**config.mk**
```make
export PLATFORM = sky130hd
export DESIGN_NAME = memory_stage
export DESIGN_NICKNAME = d
export VERILOG_FILES = /design/src/rtl/cpu_pkg.sv /design/src/rtl/mem_access_timer.sv /design/src/rtl/memory_stage.sv
export SDC_FILE = /design/constraint.sdc
export NUM_CORES = 1
export LEC_CHECK = 0
export ABC_CLOCK_PERIOD_IN_PS = 2600
export BUFFER_PORTS_ARGS = -buffer_cell sky130_fd_sc_hd__buf_2
export CORE_MARGIN = 2
export CORE_UTILIZATION = 30
export DETAILED_ROUTE_END_ITERATION = 12
export GPL_ROUTABILITY_DRIVEN = 0
export GPL_TIMING_DRIVEN = 0
export PLACE_DENSITY_LB_ADDON = 0.2
export SYNTH_ARGS = -nofsm -noshare
export SYNTH_HDL_FRONTEND = slang
export SYNTH_SLANG_ARGS = --single-unit
```
**constraint.sdc**
```tcl
create_clock -name clk -period 2.6 [get_ports clk]
set_input_delay 0.52 -clock clk [delete_from_list [all_inputs] [get_ports clk]]
set_output_delay 0.52 -clock clk [all_outputs]
set_load 0.05 [all_outputs]
```
**src/rtl/cpu_pkg.sv**
```systemverilog
// Shared CPU definitions: opcodes and memory-stage FSM states.
package cpu_pkg;
    localparam logic [2:0] OP_SW   = 3'b100;
    localparam logic [2:0] OP_LW   = 3'b101;
    localparam logic [2:0] OP_JALR = 3'b111;

    typedef enum logic {IDLE = 1'b0, ACCESS = 1'b1} state_e;

    function automatic logic is_mem_op(input logic [2:0] op);
        return (op == OP_SW) || (op == OP_LW);
    endfunction
endpackage

```
**src/rtl/mem_access_timer.sv**
```systemverilog
// Counts ACCESS cycles; expired flags the last allowed cycle. Saturates, never wraps.
module mem_access_timer #(
    parameter int TIMEOUT = 64,
    parameter int CNT_W   = 7
) (
    input  logic clk,
    input  logic rst_n,
    input  logic clear,
    input  logic enable,
    output logic expired
);
    localparam logic [CNT_W-1:0] LAST = CNT_W'(TIMEOUT - 1);

    logic [CNT_W-1:0] cnt_q, cnt_d;

    assign expired = (cnt_q == LAST);

    always_comb begin
        cnt_d = cnt_q;
        if (clear)
            cnt_d = '0;
        else if (enable && !expired)
            cnt_d = cnt_q + 1'b1;
    end

    always_ff @(posedge clk or negedge rst_n) begin
        if (!rst_n) cnt_q <= '0;
        else        cnt_q <= cnt_d;
    end
endmodule

```
**src/rtl/memory_stage.sv**
```systemverilog
// Memory pipeline stage: lw/sw over a req/ack port, 1-cycle forwarding for other ops,
// upstream stall while an access is outstanding, and a halting bus timeout.
module memory_stage
    import cpu_pkg::*;
#(
    parameter int TIMEOUT = 64,
    parameter int CNT_W   = 7
) (
    input  logic        clk,
    input  logic        rst_n,
    input  logic        bubble_in,
    input  logic        halt_in,
    input  logic [2:0]  opcode_in,
    input  logic [2:0]  tgt_in,
    input  logic [15:0] result_in,
    input  logic [15:0] store_data,
    output logic        stall,
    output logic        mem_req,
    output logic        mem_we,
    output logic [15:0] mem_addr,
    output logic [15:0] mem_wdata,
    input  logic [15:0] mem_rdata,
    input  logic        mem_ack,
    output logic [15:0] wb_result,
    output logic [2:0]  wb_tgt,
    output logic        wb_bubble,
    output logic        wb_halt,
    output logic        bus_err
);
    state_e      state_q, state_d;
    logic        halted_q, halted_d;
    logic        bus_err_q, bus_err_d;
    logic [15:0] addr_q, addr_d, wdata_q, wdata_d;
    logic        we_q, we_d, hlt_lat_q, hlt_lat_d;
    logic [2:0]  tgt_lat_q, tgt_lat_d;
    logic [15:0] wb_result_q, wb_result_d;
    logic [2:0]  wb_tgt_q, wb_tgt_d;
    logic        wb_bubble_q, wb_bubble_d, wb_halt_q, wb_halt_d;
    logic        valid, expired, in_access;

    assign valid     = !bubble_in && !halted_q;
    assign in_access = (state_q == ACCESS);

    mem_access_timer #(.TIMEOUT(TIMEOUT), .CNT_W(CNT_W)) u_timer (
        .clk     (clk),
        .rst_n   (rst_n),
        .clear   (!in_access || mem_ack),
        .enable  (in_access),
        .expired (expired)
    );

    always_ff @(posedge clk or negedge rst_n) begin
        if (!rst_n) state_q <= IDLE;
        else        state_q <= state_d;
    end

    always_comb begin
        state_d = state_q;
        case (state_q)
            IDLE:    if (valid && is_mem_op(opcode_in)) state_d = ACCESS;
            ACCESS:  if (mem_ack || expired)            state_d = IDLE;
            default: state_d = IDLE;
        endcase
    end

    // Port outputs depend on state flops only, so no input reaches stall combinationally.
    always_comb begin
        stall     = in_access;
        mem_req   = in_access;
        mem_we    = in_access && we_q;
        mem_addr  = in_access ? addr_q : '0;
        mem_wdata = (in_access && we_q) ? wdata_q : '0;
    end

    always_comb begin
        halted_d    = halted_q;
        bus_err_d   = bus_err_q;
        addr_d      = addr_q;
        wdata_d     = wdata_q;
        we_d        = we_q;
        tgt_lat_d   = tgt_lat_q;
        hlt_lat_d   = hlt_lat_q;
        wb_result_d = wb_result_q;
        wb_tgt_d    = wb_tgt_q;
        wb_bubble_d = wb_bubble_q;
        wb_halt_d   = wb_halt_q;
        if (!in_access) begin
            if (!valid) begin
                wb_bubble_d = 1'b1;
                wb_halt_d   = 1'b0;
            end else if (is_mem_op(opcode_in)) begin
                addr_d      = result_in;
                wdata_d     = store_data;
                we_d        = (opcode_in == OP_SW);
                tgt_lat_d   = tgt_in;
                hlt_lat_d   = halt_in;
                wb_bubble_d = 1'b1;
                wb_halt_d   = 1'b0;
            end else begin
                wb_result_d = result_in;
                wb_tgt_d    = tgt_in;
                wb_bubble_d = 1'b0;
                wb_halt_d   = halt_in;
                if (halt_in) halted_d = 1'b1;
            end
        end else if (mem_ack) begin
            if (we_q) begin
                wb_tgt_d    = 3'd0;
            end else begin
                wb_result_d = mem_rdata;
                wb_tgt_d    = tgt_lat_q;
            end
            wb_bubble_d = 1'b0;
            wb_halt_d   = hlt_lat_q;
            if (hlt_lat_q) halted_d = 1'b1;
        end else if (expired) begin
            bus_err_d   = 1'b1;
            wb_bubble_d = 1'b1;
            wb_halt_d   = 1'b1;
            halted_d    = 1'b1;
        end
    end

    always_ff @(posedge clk or negedge rst_n) begin
        if (!rst_n) begin
            halted_q    <= 1'b0;
            bus_err_q   <= 1'b0;
            addr_q      <= '0;
            wdata_q     <= '0;
            we_q        <= 1'b0;
            tgt_lat_q   <= '0;
            hlt_lat_q   <= 1'b0;
            wb_result_q <= '0;
            wb_tgt_q    <= '0;
            wb_bubble_q <= 1'b1;
            wb_halt_q   <= 1'b0;
        end else begin
            halted_q    <= halted_d;
            bus_err_q   <= bus_err_d;
            addr_q      <= addr_d;
            wdata_q     <= wdata_d;
            we_q        <= we_d;
            tgt_lat_q   <= tgt_lat_d;
            hlt_lat_q   <= hlt_lat_d;
            wb_result_q <= wb_result_d;
            wb_tgt_q    <= wb_tgt_d;
            wb_bubble_q <= wb_bubble_d;
            wb_halt_q   <= wb_halt_d;
        end
    end

    assign wb_result = wb_result_q;
    assign wb_tgt    = wb_tgt_q;
    assign wb_bubble = wb_bubble_q;
    assign wb_halt   = wb_halt_q;
    assign bus_err   = bus_err_q;
endmodule
```
==> run summary, run 1 <==
status = complete, no violations
P_leak = 0.00236 uW
sequential cell area = 1700 sq um
class of the most critical setup path = flop to output port
Peak supply drop = 402 uV
Via density = 4.86
vias in the first global route = 2,938
most used cell, CP = buf_2
Post-CTS Hold Buffers = 0
Achievable Freq = 408 MHz
num rows = 39
crit-path max FO = 10
minimum clock period = 2450 ps
Post-synth ARST share = 100%
Avg Synthesized Cell Area = 11.8 sq um
max_cap viols = 0
max-slew violation count = 0
Worst setup EP type = output port
Post-synth EDFFs = 0
Clock Path Buffers = 2
grt ovf = 0
overall routing resource usage = 15.3%
antenna diode count = 0
Synth top area share = 48.0%
Root Driver = clkbuf_16
Main synth FF type = dfrtp_1
Clock transition at path regs = 60 ps
most common cell in the netlist = dfrtp_1
Mapped Area = 3490 sq um
cell taking the most area after synthesis = dfrtp_1
Layout fillers = 1,131
clk sinks = 68
Critical Path Max Stage Delay = 540 ps
worst rel slew slack = 44.7%
Synth Instances = 296
Design Power = 4780 uW
worst skew pair latency = 320 ps
Worst Path Buf+Inv = 3
Hold Violations, Final = 0
multi-input combinational cell area = 1630 sq um
Commonest cells post-synth = dfrtp_1, mux2_2, a21oi_1
per-cell routed wire length = 16.2 um
Initial Util = 30.7%
WL final = 9280 um
Synth Register Bits = 68
pin count of the biggest net entering global routing = 43
Die H = 112 um
DR pass1 iterations = 4
Cell variety after synth = 39
Die Wd = 112 um
R2R Setup Slk = 750 ps
TritonCTS Buffers = 9
first-pass GRT wire length = 15,200 um
pwr dens = 1040 nW/um^2
Ports = 116
Final Worst Setup Slack = 149 ps
initial antenna violation count = 0
final instance area = 4600 sq um
DP Wirelength = 6800 um
placed inst area = 4280 sq um
crit path cell chain = buf_2, clkbuf_2, and3_1, buf_2
Tcrit/Tclk final = 94.3%
Syn. warnings = 0
Final Util = 40.4%
RSZ-0062 raised after global routing = no
Top Family by Delay on Critical Path = buffers and inverters
area delta synth->final = 31.6%
CP required = 2080 ps
CP Data Arrival Time = 1930 ps
die area = 12,500 sq um
count of final setup violators = 0
Post-Place Setup Slack = 272 ps
share of the yosys chip area belonging to registers = 48.7%
crit start category = flop
Iter 0 DRT Violations = 117
Nets = 483
ratio of cells with drive above 1 in the final layout = 47.4%
placeable core area = 11,400 sq um
Crit-path slowest cell = dfrtp_1
Mapped Nets = 356
via count = 2,777
pin slew with the least headroom to its limit = 823 ps
clock skew = 5.49 ps
Post-CTS Setup Bufs = 0
# port buffers = 115
CTS tree = done
drt drc = 0
Synth area leaders = dfrtp_1, mux2_2, a221o_1
HP Class = primary input to async pin
H-tree depth = 3
post-route ant nets = 0
Total Neg Setup Slack = 0 ps
-- final timing paths --
kind                         startpoint             to  cells past startpoint
setup / recovery                mem_req  mem_wdata[14]                      4
hold / removal                    rst_n     wdata_q[8]                      1
setup reg to reg               halted_q  wb_result[11]                      4
hold reg to reg                 bus_err        bus_err                      1
max in group asynchronous         rst_n      wb_bubble                      2
min in group clk           opcode_in[0]           we_q                      2
-- kinds of logic after synthesis --
group	synth area share (%)
flops	48.7
buf+inv	4.55
simple gates	15.9
compound gates	12.4
mux	18.1
fa+ha+maj	0.358
-- layout make-up --
class / instances / share of cell area (%)
Buffer: 22 / 3.08
Multi-Input combinational cell: 200 / 35.5
Inverter: 6 / 0.490
Sequential cell: 68 / 37.1
Tap cell: 143 / 3.89
Timing Repair Buffer: 116 / 13.2
Clock buffer: 11 / 5.50
Clock inverter: 5 / 1.31
-- metal layers --
metal / track usage, % / vias to the layer above / routed length (um)
li1: - / 1320 / -
met1: 20.0 / 1362 / 4190
met2: 25.3 / 84 / 4380
met3: 3.76 / 11 / 560
met4: 4.77 / 0 / 146
met5: 0 / - / 0
-- through the flow --
| step | cells | hold WS (ps) |
|---|---|---|
| floorplan | 296 | 224 |
| global placement | 554 | 462 |
| detailed placement | 555 | 465 |
| CTS | 571 | 130 |
| global route | 571 | 137 |
| finish | 571 | 119 |
-- cells in the final DEF, fill, tap and decap left out, drive strengths merged, types with 4 or more instances in the layout --
cell	netlist	layout
buf	11	127
dfrtp	67	67
mux2	52	52
clkbuf	11	22
a21oi	20	20
nand2b	19	19
and2	18	18
nor2b	18	18
and3	17	17
a221o	16	16
nand2	7	7
a31oi	6	6
inv	6	6
o21ai	4	4
clkinvlp	0	4
-- power breakdown --
group / switching (uW) / internal [uW]
combinational: 1060 / 740
sequential: 242 / 1480
clock: 462 / 795
total: 1770 / 3020
-- sequential cells by signal, indices dropped and copies added (netlist names) --
name           count
addr_q            16
wb_result         16
wdata_q           16
u_timer.cnt_q      7
tgt_lat_q          3
wb_tgt             3
bus_err            1
halted_q           1
hlt_lat_q          1
mem_req            1
wb_bubble          1
wb_halt            1
we_q               1
-- what timing repair did --
item	4_1_cts	5_1_grt
endpoints found under the hold margin	0	0
gates resized for setup	2	4
endpoints found under the setup margin	14	19
(Power assumes the default switching activity.)
==> run 2, diff against run 1 <==
--- a/config.mk
+++ b/config.mk
@@ -9,6 +9,7 @@
 export BUFFER_PORTS_ARGS = -buffer_cell sky130_fd_sc_hd__buf_2
 export CORE_MARGIN = 2
 export CORE_UTILIZATION = 30
+export CTS_BUF_LIST = sky130_fd_sc_hd__clkbuf_4
 export DETAILED_ROUTE_END_ITERATION = 12
 export GPL_ROUTABILITY_DRIVEN = 0
 export GPL_TIMING_DRIVEN = 0
==> run 2 against run 1 <==
  * Cell count increased by 0.18%
  * Register-to-register slack about the same
  * Highest routed layer unchanged
  * Critical endpoint unchanged
  * Clock power decreased by 45%
==> run summary, run 2 (synthesized netlist as in run 1, its figures left out) <==
M2 GR Usage = 25.1% (was 25.3%)
initial antenna violation count = 0 (unchanged)
crit-path max FO = 10 (unchanged)
via count = 2,764 (was 2,777)
GR peak layer = met2 (unchanged)
minimum clock period = 2460 ps (was 2450 ps)
CTS tree = done (unchanged)
count of final setup violators = 0 (unchanged)
met3 Track Usage GR = 3.70% (was 3.76%)
Total Neg Setup Slack = 0 ps (unchanged)
RSZ-0062 raised after global routing = no (unchanged)
Die H = 112 um (unchanged)
Ports = 116 (unchanged)
Clock Path Buffers = 2 (unchanged)
most common library cell in the layout ignoring fill and taps = buf_2 (unchanged)
area delta synth->final = 26.8% (was 31.6%)
antenna diode count = 0 (unchanged)
Post-CTS Setup Bufs = 0 (unchanged)
overall routing resource usage = 15.5% (was 15.3%)
HP Class = primary input to flop (was primary input to async pin)
DR pass1 iterations = 4 (unchanged)
Via density = 4.83 (was 4.86)
Hold Violations, Final = 0 (unchanged)
P_leak = 0.00228 uW (was 0.00236 uW)
Worst setup EP type = output port (unchanged)
Iter 0 DRT Violations = 109 (was 117)
Achievable Freq = 407 MHz (was 408 MHz)
die area = 12,500 sq um (unchanged)
post-route ant nets = 0 (unchanged)
Root Driver = clkbuf_4 (was clkbuf_16)
worst skew pair latency = 420 ps (was 320 ps)
per-cell routed wire length = 16.3 um (was 16.2 um)
ratio of cells with drive above 1 in the final layout = 47.1% (was 47.4%)
pin count of the biggest net entering global routing = 43 (unchanged)
DP Wirelength = 6800 um (unchanged)
Initial Util = 30.7% (unchanged)
CP Data Arrival Time = 1940 ps (was 1930 ps)
num rows = 39 (unchanged)
most frequent cells in the layout = buf_2, dfrtp_1, mux2_2 (unchanged)
M1 GR Usage = 20.3% (was 20.0%)
placeable core area = 11,400 sq um (unchanged)
pin slew with the least headroom to its limit = 824 ps (was 823 ps)
grt ovf = 0 (unchanged)
Final Worst Setup Slack = 141 ps (was 149 ps)
CP required = 2080 ps (about the same)
clk sinks = 68 (unchanged)
status = complete, no violations (unchanged)
Post-Place Setup Slack = 272 ps (unchanged)
vias in the first global route = 2,925 (was 2,938)
first-pass GRT wire length = 15,300 um (was 15,200 um)
pwr dens = 952 nW/um^2 (was 1040 nW/um^2)
clock skew = 14.8 ps (was 5.49 ps)
max_cap viols = 0 (unchanged)
H-tree depth = 3 (unchanged)
TritonCTS Buffers = 9 (unchanged)
Clock transition at path regs = 120 ps (was 60 ps)
Nets = 484 (was 483)
crit start category = flop (unchanged)
drt drc = 0 (unchanged)
Layout fillers = 1,152 (was 1,131)
WL final = 9300 um (was 9280 um)
class of the most critical setup path = flop to output port (unchanged)
worst rel slew slack = 44.7% (about the same)
Final Util = 39.0% (was 40.4%)
Tcrit/Tclk final = 94.6% (was 94.3%)
max-slew violation count = 0 (unchanged)
Peak supply drop = 442 uV (was 402 uV)
# port buffers = 115 (unchanged)
Die Wd = 112 um (unchanged)
run 2: cell count changes in the layout (fill, tap and decap cells not counted):
cell,previous run,this run
clkbuf_16,9,0
dfrtp_1,67,66
clkinv_1,0,2
clkbuf_8,2,0
dlygate4sd3_1,0,1
clkbuf_4,0,9
dfrtp_2,0,1
run 2: report_power, final:
group | internal [uW] | leakage, uW | switching [uW] | total, uW
logic | 741 | 0.00137 | 1060 | 1800
registers | 1480 | 0.000847 | 242 | 1720
clock network | 286 | 0.0000593 | 411 | 696
run 2: area by class of cell:
class | instances | area (sq um) | share of cell area [%]
inverters | 6 | 22.5 | 0.508
clock buffers | 9 | 67.6 | 1.53
repair buffers | 117 | 616 | 13.9
clock inverters | 7 | 67.6 | 1.53
multi-input cells | 200 | 1630 | 36.8
well taps | 143 | 179 | 4.04
flip-flops and latches | 68 | 1700 | 38.5
plain buffers | 22 | 141 | 3.19
run 2: stage by stage:
step | hold WS, ps | power, uW | instance area, sq um | cells
after floorplan | 224 | 3090 | 3490 | 296
after global placement | 462 | 3510 | 4250 | 554
after detailed placement | 465 | 3560 | 4280 | 555
after CTS | 272 | 4280 | 4430 | 572
after global routing | 277 | 4500 | 4430 | 572
final | 295 | 4220 | 4430 | 572
run 2: critical path, cell delays in order (launching register included):
cell	delay, ps
dfrtp_2	490
buf_2	270
clkbuf_2	310
and3_1	200
buf_2	260
run 2: final timing paths:
path	slack, ps	to	cells past startpoint	start
max	140	mem_wdata[14]	4	mem_req
min	290	we_q	2	opcode_in[0]
max reg2reg	750	wb_result[15]	4	halted_q
min reg2reg	490	bus_err	1	bus_err
max in group asynchronous	1460	wb_bubble	3	rst_n
min in group asynchronous	550	wdata_q[8]	2	rst_n
run 2: layer usage:
layer | wire [um] | up-vias
met1 | 4250 | 1345
met5 | 0 | -
met2 | 4310 | 82
met4 | 187 | 0
met3 | 554 | 14
li1 | - | 1323
run 2: repair_timing:
| item | in CTS | in global routing |
|---|---|---|
| hold endpoints to repair | 13 | 0 |
| hold buffers | 1 | 0 |
| endpoints found under the setup margin | 33 | 33 |
| gates resized for setup | 4 | 1 |
==> run 3, diff against run 2 <==
--- a/config.mk
+++ b/config.mk
@@ -16,4 +16,5 @@
 export PLACE_DENSITY_LB_ADDON = 0.2
 export SYNTH_ARGS = -nofsm -noshare
 export SYNTH_HDL_FRONTEND = slang
+export SYNTH_HIERARCHICAL = 1
 export SYNTH_SLANG_ARGS = --single-unit
==> run 3 against run 2 <==
  * Power fell by 11%
  * Global-route usage fell by 0.53 points
  * Die area fell by 9.3%
  * Combinational power fell by 16%
  * Synthesized cell count fell by 16%
  * Flip-flop and latch count did not move
  * Wire length fell by 13%
  * Highest routed layer unchanged
==> run summary, run 3 <==
overall routing resource usage = 15.0% (was 15.5%)
per-cell routed wire length = 15.6 um (was 16.3 um)
class of the most critical setup path = flop to output port (unchanged)
clock power share = 16.3% (was 16.5%)
max-slew violation count = 0 (unchanged)
placed inst area = 3930 sq um (was 4280 sq um)
clk sinks = 68 (unchanged)
CP Data Arrival Time = 1900 ps (was 1940 ps)
crit start category = flop (unchanged)
Post-synth ARST share = 100% (unchanged)
Gate power share = 40.3% (was 42.7%)
Critical Path Max Stage Delay = 500 ps (was 490 ps)
RSZ-0062 raised after global routing = no (unchanged)
Cell variety after synth = 41 (was 39)
Tcrit/Tclk final = 92.9% (was 94.6%)
Register-to-Register Path Depth = 5 (was 4)
# port buffers = 115 (unchanged)
Mapped Area = 3160 sq um (was 3490 sq um)
Iter 0 DRT Violations = 70 (was 109)
Worst Path Buf+Inv = 3 (unchanged)
Main synth FF type = dfrtp_1 (unchanged)
Achievable Freq = 414 MHz (was 407 MHz)
num rows = 37 (was 39)
Mapped Nets = 310 (was 356)
via count = 2,472 (was 2,764)
Total Neg Setup Slack = 0 ps (unchanged)
Ports = 116 (unchanged)
TritonCTS Buffers = 9 (unchanged)
H-tree depth = 3 (unchanged)
grt ovf = 0 (unchanged)
antenna diode count = 0 (unchanged)
Worst setup EP type = output port (unchanged)
cell taking the most area after synthesis = dfrtp_1 (unchanged)
max_cap viols = 0 (unchanged)
CTS tree = done (unchanged)
most common cell in the netlist = dfrtp_1 (unchanged)
Die Wd = 107 um (was 112 um)
pin count of the biggest net entering global routing = 46 (was 43)
die area = 11,400 sq um (was 12,500 sq um)
initial antenna violation count = 0 (unchanged)
final instance area = 4060 sq um (was 4430 sq um)
Initial Util = 30.7% (about the same)
Nets = 438 (was 484)
Clock Path Buffers = 2 (unchanged)
Hold Violations, Final = 0 (unchanged)
Post-synth EDFFs = 0 (unchanged)
Root Driver = clkbuf_4 (unchanged)
worst r2r src = mem_req (was halted_q)
hold_sp = opcode_in[0] (unchanged)
Syn. warnings = 6 (was 0)
P_leak = 0.00199 uW (was 0.00228 uW)
Die H = 107 um (was 112 um)
first-pass GRT wire length = 13,200 um (was 15,300 um)
share of the yosys chip area belonging to registers = 54.0% (was 48.7%)
WL final = 8080 um (was 9300 um)
CP required = 2080 ps (about the same)
Peak supply drop = 608 uV (was 442 uV)
Avg Synthesized Cell Area = 12.6 sq um (was 11.8 sq um)
pin slew with the least headroom to its limit = 537 ps (was 824 ps)
worst rel slew slack = 64.1% (was 44.7%)
Top Family by Delay on Critical Path = buffers and inverters (unchanged)
clock skew = 11.2 ps (was 14.8 ps)
most common library cell in the layout ignoring fill and taps = buf_2 (unchanged)
Synth area leaders = dfrtp_1, mux2_2, o32a_1 (was dfrtp_1, mux2_2, a221o_1)
ratio of cells with drive above 1 in the final layout = 49.6% (was 47.1%)
Clock transition at path regs = 120 ps (about the same)
Hold Crit Endpoint = we_q (unchanged)
pwr dens = 928 nW/um^2 (was 952 nW/um^2)
most frequent cells in the layout = buf_2, dfrtp_1, mux2_2 (unchanged)
Commonest cells post-synth = dfrtp_1, mux2_2, and2_1 (was dfrtp_1, mux2_2, a21oi_1)
status = complete, no violations (unchanged)
R2R Setup Slk = 810 ps (was 750 ps)
crit-path max FO = 12 (was 10)
RR Endpoint = u_timer/cnt_q[5] (was wb_result[15])
Int Power = 2160 uW (was 2500 uW)
minimum clock period = 2420 ps (was 2460 ps)
Via density = 4.76 (was 4.83)
crit path cell chain = clkbuf_2, clkbuf_1, and3_1, buf_2 (was buf_2, clkbuf_2, and3_1, buf_2)
post-route ant nets = 0 (unchanged)
count of final setup violators = 0 (unchanged)
HP Class = primary input to flop (unchanged)
Sw Pwr = 1610 uW (was 1710 uW)
DR pass1 iterations = 4 (unchanged)
sequential power share = 43.4% (was 40.7%)
vias in the first global route = 2,547 (was 2,925)
DP Wirelength = 5910 um (was 6800 um)
worst skew pair latency = 410 ps (was 420 ps)
Hold WS = 292 ps (was 295 ps)
placeable core area = 10,300 sq um (was 11,400 sq um)
worst hold stages = 2 (unchanged)
Switching Fraction = 42.7% (was 40.7%)
Crit-path slowest cell = dfrtp_2 (unchanged)
Synth Instances = 250 (was 296)
drt drc = 0 (unchanged)
area delta synth->final = 28.8% (was 26.8%)
Synth Register Bits = 68 (unchanged)
Synth top area share = 53.1% (was 48.0%)
## run 3: logic make-up after synthesis
kind of cell	after synthesis	share of synthesized area [%]
buffers and inverters	25	4.36
flip-flops	68	54.0
adder cells (fa/ha/maj)	1	0.396
AO/OA/AOI/OAI	55	14.8
multiplexers	41	14.7
AND/OR/NAND/NOR	60	11.8
## run 3: worst max path at each step
stage / startpoint / to / depth (start not counted)
after floorplan: mem_req / mem_wdata[10] / 3
after global placement: mem_req / mem_addr[7] / 4
after detailed placement: mem_req / mem_addr[6] / 4
after CTS: mem_req / mem_wdata[7] / 4
after global routing: mem_req / mem_wdata[10] / 4
final: mem_req / mem_wdata[7] / 4
## run 3: power groups by stage
| stage | registers, uW | clock network [uW] | logic [uW] |
|---|---|---|---|
| 3_3_place_gp | 1640 | 0 | 1520 |
| 4_1_cts | 1640 | 659 | 1540 |
| 2_1_floorplan | 2140 | 0 | 632 |
| 5_1_grt | 1690 | 703 | 1620 |
| 3_5_place_dp | 1660 | 0 | 1540 |
| 6_report | 1640 | 616 | 1520 |
## run 3: layer usage
| layer | wire length, um | GRT usage [%] | up-vias |
|---|---|---|---|
| li1 | - | - | 1168 |
| met1 | 3560 | 19.4 | 1228 |
| met2 | 3900 | 23.9 | 66 |
| met3 | 528 | 5.15 | 10 |
| met4 | 94 | 4.17 | 0 |
| met5 | 0 | 0 | - |
## run 3: cell type report
type	instances	area (sq um)
fill	1072	6210
sequential	68	1700
multi-input combinational	157	1320
timing repair buffer	117	616
tap	136	170
buffer	18	115
clock buffer	9	67.6
clock inverter	7	50.0
inverter	7	26.3
## run 3: what timing repair did
item | CTS | global route
hold buffers | 1 | 0
pin swaps | 0 | 0
resized for setup | 3 | 1
buffers inserted | 0 | 0
endpoints found under the setup margin | 30 | 30
hold endpoints to repair | 18 | 0
gates cloned | 0 | 0
## run 3: metrics by stage
stage          util, %  worst slack [ps]  total power [uW]  instances
2_1_floorplan        -               346              2780        250
6_report          39.5               184              3770        519
4_1_cts           39.5              2.83              3840        519
5_1_grt           39.5              3.11              4010        519
3_5_place_dp      38.3               196              3190        502
3_3_place_gp      38.0               207              3150        501
